==> config.mk <==
export PLATFORM = sky130hd
export DESIGN_NAME = pipeline_hazard_ctrl
export DESIGN_NICKNAME = d
export VERILOG_FILES = /design/src/rtl/pipeline_hazard_ctrl_pkg.sv /design/src/rtl/pipeline_hazard_ctrl_md_busy_timer.sv /design/src/rtl/pipeline_hazard_ctrl.sv
export SDC_FILE = /design/constraint.sdc
export NUM_CORES = 1
export LEC_CHECK = 0
export ABC_AREA = 1
export CAP_MARGIN = 20
export CORE_ASPECT_RATIO = 0.8
export CORE_UTILIZATION = 47
export DETAILED_ROUTE_END_ITERATION = 12
export GPL_TIMING_DRIVEN = 0
export PLACE_DENSITY = 0.82
export SYNTH_ARGS = -nofsm -noshare
export SYNTH_HDL_FRONTEND = slang
export SYNTH_SLANG_ARGS = --single-unit
==> constraint.sdc <==
create_clock -name clk -period 2.35 [get_ports clk]
set_input_delay 0.3525 -clock clk [delete_from_list [all_inputs] [get_ports clk]]
set_output_delay 0.3525 -clock clk [all_outputs]
set_load 0.01 [all_outputs]
==> src/rtl/pipeline_hazard_ctrl_pkg.sv <==
// Shared types and constants for the pipeline hazard controller.
//   FWD_*       : encodings of the E-stage operand forwarding mux select
//   md_state_t  : mult/div sequencer state encoding (IDLE/BUSY/DONE)
//   reg_match() : register-index compare where r0 never matches
package pipeline_hazard_ctrl_pkg;

  localparam int unsigned REG_W = 5;
  localparam int unsigned FWD_W_BITS = 2;

  typedef logic [REG_W-1:0]      reg_idx_t;
  typedef logic [FWD_W_BITS-1:0] fwd_sel_t;

  localparam fwd_sel_t FWD_RF = 2'b00;
  localparam fwd_sel_t FWD_W  = 2'b01;
  localparam fwd_sel_t FWD_M  = 2'b10;

  typedef logic [1:0] md_state_t;
  localparam md_state_t MD_IDLE = 2'd0;
  localparam md_state_t MD_BUSY = 2'd1;
  localparam md_state_t MD_DONE = 2'd2;

  // r0 is hardwired zero, so it never creates a dependency
  function automatic logic reg_match(input reg_idx_t a, input reg_idx_t b);
    return (a != '0) && (a == b);
  endfunction

endpackage

==> src/rtl/pipeline_hazard_ctrl_md_busy_timer.sv <==
// Mult/div occupancy sequencer: IDLE -> BUSY (MD_LATENCY-1 cycles) -> DONE (1 cycle).
//   clk, rst     : clock, async active-high reset
//   md_start_i   : mult/div issued from E this cycle
//   md_busy_o    : high while in BUSY
//   md_done_o    : one-cycle pulse, HI/LO valid
module md_busy_timer
  import pipeline_hazard_ctrl_pkg::*;
#(
  parameter int unsigned MD_LATENCY = 32
) (
  input  logic clk,
  input  logic rst,
  input  logic md_start_i,
  output logic md_busy_o,
  output logic md_done_o
);

  localparam int unsigned TMR_W = $clog2(MD_LATENCY);
  localparam logic [TMR_W-1:0] TMR_RELOAD = TMR_W'(MD_LATENCY - 1);

  md_state_t        state_q, state_d;
  logic [TMR_W-1:0] timer_q, timer_d;

  // State and timer registers
  always_ff @(posedge clk or posedge rst) begin
    if (rst) begin
      state_q <= MD_IDLE;
      timer_q <= '0;
    end else begin
      state_q <= state_d;
      timer_q <= timer_d;
    end
  end

  // Next-state; a start seen while BUSY is a protocol error and is ignored
  always_comb begin
    state_d = state_q;
    timer_d = timer_q;
    case (state_q)
      MD_IDLE: begin
        if (md_start_i) begin
          state_d = MD_BUSY;
          timer_d = TMR_RELOAD;
        end
      end
      MD_BUSY: begin
        if (timer_q == TMR_W'(1)) begin
          state_d = MD_DONE;
          timer_d = '0;
        end else begin
          timer_d = timer_q - TMR_W'(1);
        end
      end
      MD_DONE: begin
        if (md_start_i) begin
          state_d = MD_BUSY;
          timer_d = TMR_RELOAD;
        end else begin
          state_d = MD_IDLE;
        end
      end
      default: begin
        state_d = MD_IDLE;
        timer_d = '0;
      end
    endcase
  end

  assign md_busy_o = (state_q == MD_BUSY);
  assign md_done_o = (state_q == MD_DONE);

endmodule

==> src/rtl/pipeline_hazard_ctrl.sv <==
// Hazard / sequencing controller for the 5-stage pipeline.
//   Inputs : source regs in D/E, destination regs + write enables in E/M/W,
//            load flags in E/M, branch/redirect in D, mult/div issue and HI/LO use.
//   Outputs: stall_f/stall_d/flush_e (same-cycle hazard), flush_d (redirect),
//            E and D forwarding selects, md_busy/md_done, saturating stall counter.
module pipeline_hazard_ctrl
  import pipeline_hazard_ctrl_pkg::*;
#(
  parameter int unsigned MD_LATENCY = 32,
  parameter int unsigned CNT_W      = 16
) (
  input  logic             clk,
  input  logic             rst,
  input  logic [4:0]       rs_d,
  input  logic [4:0]       rt_d,
  input  logic [4:0]       rs_e,
  input  logic [4:0]       rt_e,
  input  logic [4:0]       write_reg_e,
  input  logic [4:0]       write_reg_m,
  input  logic [4:0]       write_reg_w,
  input  logic             reg_write_e,
  input  logic             reg_write_m,
  input  logic             reg_write_w,
  input  logic             mem_to_reg_e,
  input  logic             mem_to_reg_m,
  input  logic             branch_d,
  input  logic             pcsrc_d,
  input  logic             md_start_e,
  input  logic             md_op_d,
  input  logic             hilo_read_d,
  output logic             stall_f,
  output logic             stall_d,
  output logic             flush_d,
  output logic             flush_e,
  output logic [1:0]       forward_a_e,
  output logic [1:0]       forward_b_e,
  output logic             forward_a_d,
  output logic             forward_b_d,
  output logic             md_busy,
  output logic             md_done,
  output logic [CNT_W-1:0] stall_cycles
);

  logic             lw_stall, br_stall, md_stall, hazard;
  logic [CNT_W-1:0] cnt_q, cnt_d;

  // E-stage operand select: M result is newer than W, so it wins
  function automatic fwd_sel_t fwd_e(input reg_idx_t src,
                                     input logic rw_m, input reg_idx_t wr_m,
                                     input logic rw_w, input reg_idx_t wr_w);
    if (rw_m && reg_match(wr_m, src))      return FWD_M;
    else if (rw_w && reg_match(wr_w, src)) return FWD_W;
    else                                   return FWD_RF;
  endfunction

  md_busy_timer #(
    .MD_LATENCY (MD_LATENCY)
  ) u_md_timer (
    .clk        (clk),
    .rst        (rst),
    .md_start_i (md_start_e),
    .md_busy_o  (md_busy),
    .md_done_o  (md_done)
  );

  // Hazard detection; branches compare in D so they need E results and M loads
  always_comb begin
    lw_stall = mem_to_reg_e && (reg_match(rt_e, rs_d) || reg_match(rt_e, rt_d));
    br_stall = branch_d &&
               ((reg_write_e  && (reg_match(write_reg_e, rs_d) || reg_match(write_reg_e, rt_d))) ||
                (mem_to_reg_m && (reg_match(write_reg_m, rs_d) || reg_match(write_reg_m, rt_d))));
    md_stall = (md_busy || md_start_e) && (hilo_read_d || md_op_d);
    hazard   = (lw_stall || br_stall || md_stall) && !rst;
  end

  // Control outputs, all forced low while reset is asserted
  always_comb begin
    stall_f     = hazard;
    stall_d     = hazard;
    flush_e     = hazard;
    // A stalled redirect is dropped here and re-presented next cycle
    flush_d     = pcsrc_d && !hazard && !rst;
    forward_a_e = rst ? FWD_RF : fwd_e(rs_e, reg_write_m, write_reg_m, reg_write_w, write_reg_w);
    forward_b_e = rst ? FWD_RF : fwd_e(rt_e, reg_write_m, write_reg_m, reg_write_w, write_reg_w);
    forward_a_d = !rst && reg_write_m && reg_match(write_reg_m, rs_d);
    forward_b_d = !rst && reg_write_m && reg_match(write_reg_m, rt_d);
  end

  // Saturating count of stalled cycles
  always_comb begin
    cnt_d = cnt_q;
    if (hazard && (cnt_q != '1)) cnt_d = cnt_q + CNT_W'(1);
  end

  always_ff @(posedge clk or posedge rst) begin
    if (rst) cnt_q <= '0;
    else     cnt_q <= cnt_d;
  end

  assign stall_cycles = cnt_q;

endmodule
==> impl_metrics.yaml <==
logic_synthesis:
  async_reset_ff_share_pct: 100
  avgSynthCellArea_um2: 6.94
  synth_edf_count: 0
  ys_warn_count: 0
  yosys-top-cells-area: "dfrtp_1 25%, xor2_1 12%, nand2_1 12%, xnor2_1 7.3%, nor2_1 6.4%"
  syn_area_um2: 2270
  ys_ff_latch: 23
  yosys_most_used_dff: "dfrtp_1"
  synth_top_area_share_pct: 25.3
  synth_most_common_cell: "nand2_1"
  synth.distinct_cells: 37
  synth_seq_area_share_pct: 25.3
  yosys.area.top_type: "dfrtp_1"
  syn_nets: 378
  synth_top_cells_by_count: "71 x nand2_1, 39 x nor2_1, 38 x inv_1, 31 x xor2_1, 23 x dfrtp_1"
  synthCells: 328
setup_path:
  critPathMaxFanout: 2
  start_kind: "input pin"
  cp.required_ps: 2000
  path_cells: "clkdlybuf4s50_1 > xnor2_1 > o211ai_1 > a2111oi_2 > and3_1 > clkdlybuf4s15_1"
  path_buf_inv: 2
  crit_path_max_incr_delay_ps: 520
  crit_type: "input pin to primary output"
  crit_slowest_cell: "clkdlybuf4s50_1"
  cp-end-kind: "primary output"
  cp_top_family: "buffers and inverters"
  crit_arrival_ps: 1890
timing:
  finalCritPeriodShare_pct: 95.3
  tightest_slew_ps: 509
  slew-limit-headroom_pct: 66.1
  post-route-min-period_ps: 2240
  skew_ps: 3.69
  report.final.slew_viol_count: 0
  rsz0062_at_grt: "false"
  hold_violations: 0
  setup_viol: 0
  max_freq_ghz: 0.447
  whs_ps: 359
placement:
  dpl.hpwl_mm: 4.95
  gp_congestion: 0.910
  portBuffers: 65
detailed_routing:
  drc: 0
  routed_wl_mm: 6.35
  wl_per_cell_um: 13.8
  drtPass1Iterations: 4
  via_per_inst: 5.22
  routed-via-count: 2402
  drtIter0Drc: 213
  final_antenna_net_count: 0
die:
  initial_utilization_pct: 49.2
  fp.dieH_um: 64.2
  coreArea_um2: 4620
  die_x_um: 79.8
  io_pins: 75
  rows: 22
  dieArea_um2: 5120
final_layout:
  diodes: 0
  nNetsFinal: 451
  area_growth_pct: 34.6
  fillers: 404
  drive_gt1_share_pct: 9.75
global_route:
  antenna_found_initial: 0
  gr-max-usage-layer: "met1"
  grt_pass1_wl_mm: 10.5
  globalRouteTotalUtil_pct: 25.8
  grt_overflow_total: 0
  use_met2_pct: 38.6
  grt_pass1_vias: 2175
  use_met1_pct: 39.7
  grt_max_degree: 33
  grt_util_met3_pct: 3.43
clock_tree:
  htreeDepth: 1
  cts_tree: "built"
  cts_max_path_buffers: 2
  hold_buffers: 0
  insertion_delay_ps: 270
  numCtsBuffers: 3
  numClockSinks: 23
  clk_pin_slew_ps: 80
  ctsRootBufferMaster: "clkbuf_8"
power:
  leakage_nw: 1.46
  ir_drop_mv: 0.584
  power_mw: 1.62
  power.density_nw_per_um2: 530
flow_run:
  max_cap_viol_count: 0
outcome:
  outcome: "finished, final reports clean"
worst_hold_path:
  holdCritPathClass: "input pin to asynchronous set/reset pin"
## stage by stage
step | TNS [ps] | setup WS (ps) | util (%) | cells | area [um2]
floorplan | 0 | 223 | - | 328 | 2270
global placement | -11260 | -1160 | 64.9 | 453 | 3000
detailed placement | -4050 | -772 | 64.9 | 453 | 3000
CTS | -7.74 | -7.74 | 66.0 | 459 | 3050
global route | 0 | 0.182 | 66.2 | 460 | 3060
finish | 0 | 111 | 66.2 | 460 | 3060
## per-layer routing
layer | wire length, um | share of wire [%] | up-vias
met2 | 2790 | 44 | 78
met1 | 3160 | 50 | 1119
li1 | - | - | 1201
met4 | 25 | 0.39 | 0
met5 | 0 | 0 | -
met3 | 368 | 5.8 | 4
## cell usage in the layout, fill, tap and decap left out, types with 4 or more instances in the layout
cell type / count
buf_2: 8
buf_4: 6
clkbuf_8: 4
clkdlybuf4s50_1: 40
dfrtp_1: 23
dlygate4sd2_1: 19
inv_1: 38
nand2_1: 71
nand3_1: 17
nand4_1: 20
nor2_1: 38
nor3_1: 9
o21ai_0: 7
xnor2_1: 19
xor2_1: 31
## what timing repair did
item / CTS / global route
setup endpoints to repair: 10 / 4
setup buffers: 3 / 1
resized for setup: 33 / 8
pin swaps: 6 / 2
## worst min-delay path: stages
cell and delay, ps:
dlygate4sd2_1 300, clkinv_2 90, clkbuf_8 270
## sequential cells by signal, indices dropped and copies added (netlist names)
| register | flops |
|---|---|
| u_md_timer.timer_q | 5 |
| stall_cycles | 16 |
| u_md_timer.state_q | 2 |
## report_power, final
group	switching [mW]	internal (mW)
clock	0.131	0.119
combinational	0.408	0.371
sequential	0.105	0.489
total	0.643	0.978
## cells by family after synthesis
group,after synthesis,share of synthesized area (%)
compound gates,23,7.43
simple gates,169,34.4
buf+inv,60,12.0
fa+ha+maj,3,1.65
flops,23,25.3
xor+xnor,50,19.3
## worst paths after layout
check	from	end	slack, ps	cells after the start
worst min register to register	u_md_timer.state_q[1]	u_md_timer.state_q[1]	490	1
worst max register to register	stall_cycles[6]	stall_cycles[14]	460	8
worst max-delay path	rs_e[4]	forward_a_e[0]	110	6
max in group asynchronous	rst	stall_cycles[6]	1780	3
min in group clk	u_md_timer.state_q[1]	u_md_timer.state_q[1]	490	1
worst min-delay path	rst	stall_cycles[9]	360	3
## layout make-up
class	count	area (um2)	share of cell area, %
Multi-Input combinational cell	245	1440	47.2
Timing Repair Buffer	69	648	21.2
Sequential cell	23	576	18.8
Inverter	43	163	5.31
Buffer	16	110	3.60
Tap cell	60	75.1	2.45
Clock buffer	3	41.3	1.35
Clock inverter	1	5.00	0.163
(Power assumes the default switching activity.)
==> RTL change: new RTL, config.mk and constraints unchanged <==
`MD_LATENCY` is set to 32 in 2 places; all go to 64.
--- a/src/rtl/pipeline_hazard_ctrl_md_busy_timer.sv
+++ b/src/rtl/pipeline_hazard_ctrl_md_busy_timer.sv
@@ -7,5 +7,5 @@
   import pipeline_hazard_ctrl_pkg::*;
 #(
-  parameter int unsigned MD_LATENCY = 32
+  parameter int unsigned MD_LATENCY = 64
 ) (
   input  logic clk,
--- a/src/rtl/pipeline_hazard_ctrl.sv
+++ b/src/rtl/pipeline_hazard_ctrl.sv
@@ -7,5 +7,5 @@
   import pipeline_hazard_ctrl_pkg::*;
 #(
-  parameter int unsigned MD_LATENCY = 32,
+  parameter int unsigned MD_LATENCY = 64,
   parameter int unsigned CNT_W      = 16
 ) (
Function: same outputs for any inputs over 10 cycles, from zero or initial values and one cycle with rst high; that may be too few to reach the edited logic, so the function may still have changed.
==> RTL change against the original RTL <==
Wire length decreased by 3.4%. Sequential cell count is 1 higher. Critical path type unchanged. Critical endpoint is now forward_a_e[1]. Final cell count up 2.2%. Final area is 1.5% higher. Die area is 0.38% higher. Setup slack gained 0.014 ns. Largest power group is now registers. Synthesized area up 0.39%. Power down 28%. Via count increased by 1.2%. Synthesized cell count grew 2.4%. Sequential power down 18%.
==> RTL change: results (changes against the original RTL) <==
| Metric | Value |
|---|---|
| Outcome | `complete, no violations` |
| Internal power | `0.783 mW (-20%)` |
| Non-clock buffer count | `84 (-1.2%)` |
| Final Power | `1.17 mW (-28%)` |
| Final GP Congestion | `0.833 (-8.4%)` |
| Fraction of area in registers | `19.3% (+0.53 points)` |
| Slew HR | `82.7% (+17 points)` |
| Synth Area in Compound Gates | `8.44% (+1.0 points)` |
| Final WL | `6130 µm (-3.4%)` |
| Distinct cell type count after synthesis | `39 (+5.4%)` |
| Synth area leaders | `dfrtp_1 (26%), nand2_1 (15%), xor2_1 (12%)` |
| Fillers | `436 (+7.9%)` |
| Post-Synth Adder-Cell Area | `1.64% (-0.0063 points)` |
| Inverter count | `47 (+9.3%)` |
| Share of layout cells above drive strength 1 | `10.7% (+0.98 points)` |
| Worst Setup SP | `rs_e[1]` |
| Min-Delay Path Class | `reg2reg` |
| Multi-input combinational area share | `46.8% (-0.34 points)` |
| Layout clock area frac | `1.33% (-0.18 points)` |
| Placement Setup Slack | `-1.11 ns (-0.341 ns)` |
| Cell Count, Final, Fillers Out | `470 (+2.2%)` |
| First-pass GRT wire length | `10,300 µm (-2.2%)` |
| Placed cell count | `464 (+2.4%)` |
| DR pass1 iterations | `4 (unchanged)` |
| Post-Synth XOR/XNOR Area | `17.6% (-1.6 points)` |
| Crit Path Max Fanout | `3 (+1)` |
| Crit path max-delay family | `buffers and inverters` |
| Comb_multi_in | `252 (+2.9%)` |
| Gr ovfl total | `0 (unchanged)` |
| Dpl hpwl | `4980 µm (+0.61%)` |
| Leakage | `1.52 nW (+4.0%)` |
| Vias | `2,432 (+1.2%)` |
| Sequential area share after synthesis | `26.3% (+1.0 points)` |
| Synth Instances | `336 (+2.4%)` |
| Crit path max-delay cell type | `clkdlybuf4s50_1` |
| Clk root buf | `clkbuf_8` |
| CTS Buf Count | `3 (unchanged)` |
| Placed Area | `3050 µm² (+1.5%)` |
| Worst Skew | `0.0131 ns (+0.00942 ns)` |
| Seq cells post-synth | `24 (+4.3%)` |
| Largest register FFs | `16 (unchanged)` |
| First DRT Iteration DRCs | `141 (-34%)` |
| Largest net degree at the start of global routing | `34 (+3.0%)` |
| Reg2reg start | `stall_cycles[0]` |
| Starting density of the core | `49.4% (+0.19 points)` |
| Fin. Hold Viols | `0 (unchanged)` |
| List of most frequent post-synthesis cells | `nand2_1 (94), inv_1 (46), xor2_1 (31), nor2_1 (30), dfrtp_1 (24)` |
| NonClk Buf Share | `24.4% (-0.33 points)` |
| # port buffers | `68 (+4.6%)` |
| Syn Nets | `386 (+2.1%)` |
| Critical Path AT | `1.87 ns (-0.02 ns)` |
| N_diodes | `0 (unchanged)` |
| Combinational share of power | `37.9% (-10 points)` |
| Tot GR Track Use | `25.6% (-0.22 points)` |
| Worst VDD drop | `0.000257 V (-56%)` |
| FF/Latch Area | `601 µm² (+4.3%)` |
| Clock share of power | `20.7% (+5.3 points)` |
| Via count of the first global-routing pass | `2,223 (+2.2%)` |
==> RTL change: timing repair <==
| item | in CTS | in global routing |
|---|---|---|
| gates resized for setup | 50 | 11 |
| setup buffers | 2 | 2 |
| pin swaps | 3 | 3 |
| hold buffers | 0 | 0 |
| endpoints found under the setup margin | 10 | 3 |
==> RTL change: routing by layer <==
layer | track usage (%) | vias up | routed length, µm
met2 | 40.3 | 73 | 2820
li1 | - | 1226 | -
met3 | 4.43 | 4 | 443
met5 | 0 | - | 0
met1 | 37.3 | 1129 | 2840
met4 | 3.13 | 0 | 31
==> RTL change: final timing paths <==
kind / depth (start not counted) / to / slack (ns)
max: 7 / forward_a_e[1] / 0.12
min: 1 / u_md_timer.state_q[1] / 0.51
max reg2reg: 11 / stall_cycles[4] / 0.30
min reg2reg: 1 / u_md_timer.state_q[1] / 0.51
max in group asynchronous: 4 / u_md_timer.state_q[0] / 1.50
min in group asynchronous: 4 / stall_cycles[5] / 0.65
